File: src/rtl/sap_mem_arbiter.sv
// rtl/sap_mem_arbiter.sv - SAP-1 RAM arbiter (CPU vs loader), three-cycle access FSM.
// Optional ARB_ROUND_ROBIN_EN: alternate grants on contention instead of loader priority.
module sap_mem_arbiter #(
    parameter int AW = 4,
    parameter int DW = 8,
    parameter int CW = 8
) (
    input  logic          clk,
    input  logic          rst,
    input  logic          cpu_req,
    input  logic          cpu_we,
    input  logic [AW-1:0] cpu_addr,
    input  logic [DW-1:0] cpu_wdata,
    output logic          cpu_ack,
    output logic [DW-1:0] cpu_rdata,
    input  logic          ldr_req,
    input  logic          ldr_we,
    input  logic [AW-1:0] ldr_addr,
    input  logic [DW-1:0] ldr_wdata,
    output logic          ldr_ack,
    output logic [DW-1:0] ldr_rdata,
    input  logic          ldr_lock,
    output logic          mem_en,
    output logic          mem_we,
    output logic [AW-1:0] mem_addr,
    output logic [DW-1:0] mem_wdata,
    input  logic [DW-1:0] mem_rdata,
    output logic          owner,
    output logic          busy,
    output logic [CW-1:0] conflict_cnt
);

    typedef enum logic [1:0] {
        IDLE   = 2'd0,
        ACCESS = 2'd1,
        RESP   = 2'd2
    } state_t;

    state_t state, next_state;
    logic   cpu_elig, ldr_elig;
    logic   grant, grant_ldr, contend;

    assign cpu_elig = cpu_req && !ldr_lock;
    assign ldr_elig = ldr_req;

    always_ff @(posedge clk) begin
        if (rst) begin
            state <= IDLE;
        end else begin
            state <= next_state;
        end
    end

    always_comb begin
        next_state = state;
        grant      = 1'b0;
        grant_ldr  = 1'b0;
        contend    = 1'b0;
        case (state)
            IDLE: begin
                if (cpu_elig || ldr_elig) begin
                    next_state = ACCESS;
                    grant      = 1'b1;
                    contend    = cpu_elig && ldr_elig;
                    if (contend) begin
`ifdef ARB_ROUND_ROBIN_EN
                        grant_ldr = !owner;
`else
                        grant_ldr = 1'b1;
`endif
                    end else begin
                        grant_ldr = ldr_elig;
                    end
                end
            end
            ACCESS:  next_state = RESP;
            RESP:    next_state = IDLE;
            default: next_state = IDLE;
        endcase
    end

    // mem_addr/mem_wdata double as the latched request registers; mem_we is only
    // ever set on a grant so it can never be high without mem_en.
    always_ff @(posedge clk) begin
        if (rst) begin
            mem_en       <= 1'b0;
            mem_we       <= 1'b0;
            mem_addr     <= '0;
            mem_wdata    <= '0;
            cpu_ack      <= 1'b0;
            ldr_ack      <= 1'b0;
            owner        <= 1'b0;
            busy         <= 1'b0;
            conflict_cnt <= '0;
        end else begin
            mem_en  <= grant;
            busy    <= (next_state != IDLE);
            cpu_ack <= (state == ACCESS) && !owner;
            ldr_ack <= (state == ACCESS) && owner;
            mem_we  <= grant ? (grant_ldr ? ldr_we : cpu_we) : 1'b0;
            if (grant) begin
                owner     <= grant_ldr;
                mem_addr  <= grant_ldr ? ldr_addr : cpu_addr;
                mem_wdata <= grant_ldr ? ldr_wdata : cpu_wdata;
            end
            if (contend && (conflict_cnt != {CW{1'b1}})) begin
                conflict_cnt <= conflict_cnt + CW'(1);
            end
        end
    end

    assign cpu_rdata = mem_rdata;
    assign ldr_rdata = mem_rdata;

endmodule

File: config.mk
export PLATFORM = sky130hd
export DESIGN_NAME = sap_mem_arbiter
export DESIGN_NICKNAME = d
export VERILOG_FILES = /design/src/rtl/sap_mem_arbiter.sv
export SDC_FILE = /design/constraint.sdc
export NUM_CORES = 1
export LEC_CHECK = 0
export CAP_MARGIN = 10
export CORE_MARGIN = 8
export CORE_UTILIZATION = 36
export CTS_CLUSTER_DIAMETER = 30
export DETAILED_ROUTE_END_ITERATION = 7
export GPL_TIMING_DRIVEN = 0
export PLACE_DENSITY_LB_ADDON = 0.12
export SYNTH_ARGS = -nofsm -noshare
export SYNTH_HDL_FRONTEND = slang
export SYNTH_SLANG_ARGS = --single-unit
File: constraint.sdc
create_clock -name clk -period 1.9 [get_ports clk]
set_input_delay 0.19 -clock clk [delete_from_list [all_inputs] [get_ports clk]]
set_output_delay 0.19 -clock clk [all_outputs]
set_load 0.03 [all_outputs]
Word level (Yosys, flattened, before mapping) --
Cells that the tools add are included.
Cells by class: $add $sub $neg 1, equality and inequality tests 2, muxes and demuxes 12, bitwise gates (word level) 1, reductions and logical operators 11
Operator list (number):
- adder 8 x 1 -> 8 bit (second input constant) | 1
- 2-to-1 mux 1 bit | 8
- 2-to-1 mux 8 bit | 1
- != test 8 bit (second input constant) | 1
- logical AND 1 bit | 5
- 2-to-1 mux 4 bit | 1
- one-hot mux 2 bit (2 select lines) | 1
- equality test 2 x 1 -> 1 bit (second input constant) | 1
- zero test 1 bit | 2
- zero test 2 bit | 1
- 2-to-1 mux 2 bit | 1
- nonzero test 2 bit | 1
- OR reduction 2 bit | 1
- logical OR 1 bit | 1
- inverter 1 bit | 1
Word-level totals: register bits 28, input bits 39, output and inout port bits 42, word-level logic and storage cells 37

Longest topological paths before layout --
Gate-level depths: netlist (run 1).
word-level depth 7, depth in mapped cells 5, mapped depth without buffers 5

Worst setup path before layout (run 1) --
OpenSTA, ideal clock, no wires.
path kind flip-flop to flip-flop, from register conflict_cnt[0], to register conflict_cnt[6], setup time 0.071 ns, data arrival time 1.662 ns, setup slack 0.168 ns, stages on the path, launching flop included 6, path buffers 0, cells stage by stage dfxtp_1 ha_1 and3_1 nand4_1 or3_1 a21oi_1
Between the ends: word-level cells in the longest chain between the ends 2, elaborated cells on any way between the ends 3, classes of those cells add/sub: 1; eq/ne: 1; reduce/logical: 1
Ends and longest elaborated chain:
- from (decl) | RTL line 30 | output logic [CW-1:0] conflict_cnt
- from (signal assigned) | RTL line 107 | conflict_cnt <= conflict_cnt + CW'(1);
- parallel branches: the longest is 2 deep, another holds adder 8 x 1 -> 8 bit
Several ways; the timed one is not identified. A chain may end at the register's enable or synchronous reset.

Final worst setup path (run 1) --
from register state[0], to register conflict_cnt[3]
Between the ends: word-level cells in the longest chain between the ends 3
Ends and longest elaborated chain:
- from (decl) | RTL line 39 | state_t state, next_state;
- from (signal assigned) | RTL line 50 | state <= next_state;
- zero test 2 bit | RTL line 59 | case (state)
- 2-to-1 mux 1 bit | RTL line 59
- logical AND 1 bit | RTL line 106 | if (contend && (conflict_cnt != {CW{1'b1}})) begin
No other way between the ends.

==> key figures, run 1 <==
Finish
  • Layout Utilization: 0.594
  • Final nets: 267
  • Layout cell share with drive strength beyond 1: 0.102
  • Layout area overhead: 63.3%
  • Number of diodes: 0
  • Sequential cell area: 561 um2
  • Most common cell after layout, fill and taps aside: clkdlybuf4s50_1
  • Most frequent cells in the layout: 71 x clkdlybuf4s50_1, 29 x nand2_1, 28 x dfxtp_1, 23 x nor2_1, 17 x buf_4
  • Fillers: 351
  • Multi-input logic area: 583 um2

Clock tree
  • Cts bufs inserted: 3
  • CTS resizes: 0
  • CTS Hold Bufs: 0
  • H-tree level count: 1
  • CTS tree: built
  • Clock Latency Late Sink: 340 ps
  • Max Buffers Root-to-Sink: 2
  • CTS Sinks: 28
  • Clock Tree Root: clkbuf_4
  • Clk slew on worst S/H paths: 160 ps
  • Post-CTS Repair Setup Buffers: 0

Min path
  • Hold Path Class: in -> reg

Pwr
  • Cell-internal power: 1.04 mW
  • Sw Ratio: 0.289
  • Power density over the cells: 688 mW/mm2
  • Leak pwr: 0.796 nW
  • Clock power share: 0.271
  • Total Power: 1.46 mW
  • Max VDD drop: 0.339 mV
  • Gate power share: 0.284
  • Net Sw Power: 0.422 mW
  • Sequential Power Share: 0.445

Yosys
  • Post-Syn Area per Cell: 8.62 um2
  • Register bit total from synthesis: 28
  • Post-Synth Adder-Cell Area: 0.00962
  • Post-synthesis mux area share: 0.00769
  • Xor and xnor area share after synthesis: 0.0404
  • Synthesized area: 0.00130 mm2
  • Cell count after synthesis: 151
  • Synth warn: 0
  • Synth cell types: 27
  • Syn nets: 191
  • Simple-gate share of the synthesized area: 0.226
  • Register area share after synthesis: 0.431
  • Largest family of logic cells by synthesized area: simple AND/OR/NAND/NOR gates
  • Compound-Gate Fraction of Synth Area: 0.164

Place
  • Final GP Congestion: 0.816
  • Port bufs: 71
  • DP Wirelength: 3200 um

Floorplan
  • Initial Utilization: 0.364
  • Die Width: 76.1 um
  • DIE AREA: 0.00579 mm2
  • I/O pin cnt: 81
  • Rows: 22
  • Core Box Area: 0.00358 mm2
  • Die Y: 76.1 um

STA
  • Tcrit/Tclk final: 0.928
  • Clk_skew: 10.5 ps
  • Final Hold Vio Count: 0
  • Tmin final: 1760 ps
  • RSZ-0062 raised after global routing: no
  • Slew @ Worst Pin: 524 ps
  • Slew Viols, Final: 0
  • Normalized max-slew margin: 0.650
  • Final setup fails: 0
  • Fmax: 567 MHz

Global route
  • Pin count of the biggest net entering global routing: 17
  • Total track usage: 0.138
  • Initial antenna violation count: 0
  • Vias in the first global route: 1488
  • Grt total ovfl: 0
  • First-pass GRT wire length: 6830 um

Drt
  • Vias: 1347
  • WL final: 4060 um
  • Wire per inst: 14.8 um
  • First-pass DRT Iterations: 4
  • Routed vias/inst: 4.92
  • Drt drc: 0
  • DRT iter0 DRCs: 76
  • Routed Antenna Nets: 0

Critical path
  • Crit Path Class: reg -> reg
  • FF-to-FF setup slack: 140 ps
  • Cells on worst reg2reg path: 5
  • Worst Path Required: 2130 ps
  • End point of the critical path: conflict_cnt[3]
  • Reg2reg end: conflict_cnt[3]
  • Worst Setup Start Kind: flop
  • Arrival @ worst endpoint: 2000 ps
  • Worst r2r src: state[0]
  • CP Launch Point: state[0]
  • Worst setup EP type: flop
  • Crit-path max FO: 9

Status
  • Status: finished clean

Run
  • Max Cap Viol: 0
==> state kept, by name (all words and copies together) (netlist names) <==
register and flops:
busy 1, conflict_cnt 8, cpu_ack 1, ldr_ack 1
mem_addr 4, mem_en 1, mem_wdata 8, mem_we 1
owner 1, state 2
==> Yosys cell counts, drive strengths merged <==
library cell	n	area, um2
mux2i	1	10.0
nand2b	1	6.26
and2	1	6.26
nand4	4	25.0
a211oi	1	7.51
and3	2	12.5
or3	1	6.26
ha	1	12.5
a21oi	5	25.0
xnor2	3	26.3
and4	1	8.76
nor2	23	86.3
a311oi	12	105
a2111oi	2	55.1
xor2	3	26.3
nand2	29	109
nand3	2	10.0
inv	1	3.75
clkbuf	7	26.3
nor3b	1	7.51
or4b	1	10.0
buf	17	128
o21ai	1	5.00
o211ai	1	7.51
o2111ai	1	8.76
nor2b	1	6.26
dfxtp	28	561
==> worst min-delay path by stage <==
stage	from	endpoint	slack (ps)	depth (start not counted)
CTS	rst	mem_wdata[0]	210	2
floorplan	ldr_we	mem_we	330	2
finish	rst	mem_wdata[0]	230	2
global placement	owner	cpu_ack	450	1
global route	rst	mem_wdata[2]	250	2
detailed placement	owner	cpu_ack	460	1
==> power groups by stage <==
stage	clock network, mW	registers [mW]	logic, mW
2_1_floorplan	0	0.732	0.151
5_1_grt	0.424	0.656	0.443
4_1_cts	0.400	0.650	0.419
6_report	0.396	0.650	0.415
3_3_place_gp	0	0.660	0.414
3_5_place_dp	0	0.663	0.418
==> final cells by class <==
type                            instances  area share
Timing Repair Buffer                   71       0.335
Multi-Input combinational cell         98       0.274
Sequential cell                        28       0.264
Buffer                                 24      0.0724
Tap cell                               48      0.0283
Clock inverter                          1      0.0141
Clock buffer                            3      0.0106
Inverter                                1     0.00177
==> per-layer routing <==
metal  track usage  wire length [um]  up-vias
met5             0                 0        -
met3        0.0660               476        4
met4        0.0519                48        0
li1              -                 -      655
met1         0.157              1740      622
met2         0.219              1800       66
==> kinds of logic after synthesis <==
kind of cell,count (synthesis)
flops,28
buf+inv,25
fa+ha+maj,1
simple gates,67
xor+xnor,6
compound gates,23
mux,1
==> critical path, cell delays in order (launching register included) <==
cell	delay, ps
dfxtp_1	370
or4b_1	540
buf_4	200
a211oi_1	310
xnor2_1	180
nor2_1	60
==> per-stage QoR <==
stage	instances	TNS [ps]	setup slack (ps)	instance area (um2)	hold slack, ps
4_1_cts	274	0	151	2120	210
3_5_place_dp	270	-1550	-160	2070	463
2_1_floorplan	151	0	168	1300	326
3_3_place_gp	270	-1190	-123	2070	450
6_report	274	0	137	2120	228
5_1_grt	274	0	8.85	2120	251
Note: power is estimated with default switching activity, not from simulation.
==> run 2, diff against run 1 <==
- CAP_MARGIN: 10 -> 5
- CORE_UTILIZATION: 36 -> 39
- clock period: 1.9 -> 2.05 ns (I/O delays scaled with it)
==> run 2 against run 1 <==
Against the previous run:
- critical path depth stayed put
- first-iteration DRC count down 14%
- highest routed layer unchanged
- register-to-register slack gained 140 ps
- routed wire length decreased by 0.96%
- clock power shrank 31%
- sequential share of layout area grew 0.24 points
- global-route usage rose by 1.0 points
- clock skew about the same
- flip-flop and latch count unchanged
- core utilization is 5.3 points higher
==> key figures, run 2 (synthesis results as in run 1) <==
Global route
  • Vias in the first global route: 1352 (was 1488)
  • Grt total ovfl: 0 (unchanged)
  • Total track usage: 0.149 (was 0.138)
  • Initial antenna violation count: 0 (unchanged)
  • First-pass GRT wire length: 6460 um (was 6830 um)
  • Pin count of the biggest net entering global routing: 16 (was 17)

Run
  • Max Cap Viol: 0 (unchanged)

STA
  • Final Hold Vio Count: 0 (unchanged)
  • Slew @ Worst Pin: 663 ps (was 524 ps)
  • Clk_skew: 10.5 ps (about the same)
  • Fmax: 565 MHz (was 567 MHz)
  • Tmin final: 1770 ps (was 1760 ps)
  • Final setup fails: 0 (unchanged)
  • Setup TNS: 0 ps (unchanged)
  • RSZ-0062 raised after global routing: no (unchanged)
  • Normalized max-slew margin: 0.557 (was 0.650)
  • Fin Hold WS: 237 ps (was 228 ps)
  • Tcrit/Tclk final: 0.863 (was 0.928)
  • Slew Viols, Final: 0 (unchanged)

Min path
  • Hold Path Class: in -> reg (unchanged)

Critical path
  • Crit Path Class: reg -> reg (unchanged)
  • Crit-path max cell delay: 530 ps (was 540 ps)
  • Worst setup EP type: flop (unchanged)
  • Crit-path max FO: 9 (unchanged)
  • Slowest library cell on the worst path: or4b_1 (unchanged)
  • Arrival @ worst endpoint: 1990 ps (was 2000 ps)
  • Worst Path Required: 2270 ps (was 2130 ps)
  • Worst Setup Start Kind: flop (unchanged)
  • CP cell instances: or4b_1, buf_4, a2111oi_4, xnor2_1, nor2_1 (was or4b_1, buf_4, a211oi_1, xnor2_1, nor2_1)

Floorplan
  • Die Y: 73.8 um (was 76.1 um)
  • Core Box Area: 0.00326 mm2 (was 0.00358 mm2)
  • Initial Utilization: 0.399 (was 0.364)
  • I/O pin cnt: 81 (unchanged)
  • Rows: 21 (was 22)
  • Die Width: 73.8 um (was 76.1 um)
  • DIE AREA: 0.00544 mm2 (was 0.00579 mm2)

Clock tree
  • H-tree level count: 1 (unchanged)
  • Clk slew on worst S/H paths: 160 ps (about the same)
  • CTS Sinks: 28 (unchanged)
  • Cts bufs inserted: 3 (unchanged)
  • CTS Hold Bufs: 0 (unchanged)
  • CTS resizes: 0 (unchanged)
  • CTS tree: built (unchanged)
  • Clock Latency Late Sink: 330 ps (was 340 ps)
  • Clock Tree Root: clkbuf_4 (unchanged)
  • Max Buffers Root-to-Sink: 2 (unchanged)
  • Post-CTS Repair Setup Buffers: 0 (unchanged)

Drt
  • Routed vias/inst: 4.87 (was 4.92)
  • DRT iter0 DRCs: 65 (was 76)
  • Drt drc: 0 (unchanged)
  • Vias: 1324 (was 1347)
  • Wire per inst: 14.8 um (about the same)
  • WL final: 4020 um (was 4060 um)
  • Routed Antenna Nets: 0 (unchanged)
  • First-pass DRT Iterations: 4 (unchanged)

Finish
  • Layout cell share with drive strength beyond 1: 0.102 (unchanged)
  • Layout area overhead: 61.8% (was 63.3%)
  • Most frequent cells in the layout: 71 x clkdlybuf4s50_1, 29 x nand2_1, 28 x dfxtp_1, 23 x nor2_1, 17 x buf_4 (unchanged)
  • Layout Utilization: 0.646 (was 0.594)
  • Largest regs: conflict_cnt: 8 flops, mem_wdata: 8 flops, mem_addr: 4 flops (unchanged)
  • Final nets: 267 (unchanged)
  • Number of diodes: 0 (unchanged)
  • Most common cell after layout, fill and taps aside: clkdlybuf4s50_1 (unchanged)

Place
  • DP Wirelength: 3220 um (was 3200 um)
  • Port bufs: 71 (unchanged)
  • Final GP Congestion: 0.884 (was 0.816)

Pwr
  • Leak pwr: 0.789 nW (was 0.796 nW)
  • Power density over the cells: 599 mW/mm2 (was 688 mW/mm2)
  • Max VDD drop: 0.403 mV (was 0.339 mV)

Status
  • Status: finished clean (unchanged)
==> run 2: worst max-delay path, delay by kind of cell (launching register included) <==
| kind | cells | cell delay (ps) |
|---|---|---|
| and+or+nand+nor | 2 | 580 |
| buffers and inverters | 1 | 200 |
| xor gates and xnor gates | 1 | 160 |
| DFF | 1 | 370 |
| AOI/OAI and AO/OA | 1 | 350 |
==> run 2: layout make-up <==
type | instances | area, um2
multi-input cells | 98 | 583
plain buffers | 24 | 154
well taps | 46 | 57.6
flip-flops and latches | 28 | 561
fillers | 320 | 1150
repair buffers | 71 | 711
clock buffers | 4 | 36.3
inverters | 1 | 3.75
==> run 2: metrics by stage <==
stage / power (mW) / setup WS (ps) / cell area (um2) / cells
2_1_floorplan: 0.818 / 318 / 1300 / 151
3_3_place_gp: 0.993 / 41.9 / 2070 / 268
3_5_place_dp: 1.00 / -44.5 / 2070 / 268
4_1_cts: 1.27 / 275 / 2110 / 272
5_1_grt: 1.33 / 162 / 2110 / 272
6_report: 1.26 / 280 / 2110 / 272
==> run 2: layer usage <==
metal,track usage,routed length [um]
met5,0,0
met4,0.0466,38
met3,0.0559,372
met2,0.255,1950
met1,0.164,1660
==> run 2: final timing paths <==
path         startpoint         endpoint  slack, ps  cells past startpoint
min                 rst     mem_wdata[0]        240                      2
max            state[0]  conflict_cnt[7]        280                      5
min reg2reg       owner          cpu_ack        480                      1
max reg2reg    state[0]  conflict_cnt[7]        280                      5
==> run 2: power by group <==
part           internal [mW]  total (mW)  switching (mW)
clock network          0.109       0.274           0.165
logic                  0.184       0.386           0.202
registers              0.581       0.601          0.0199
total                  0.874        1.26           0.387
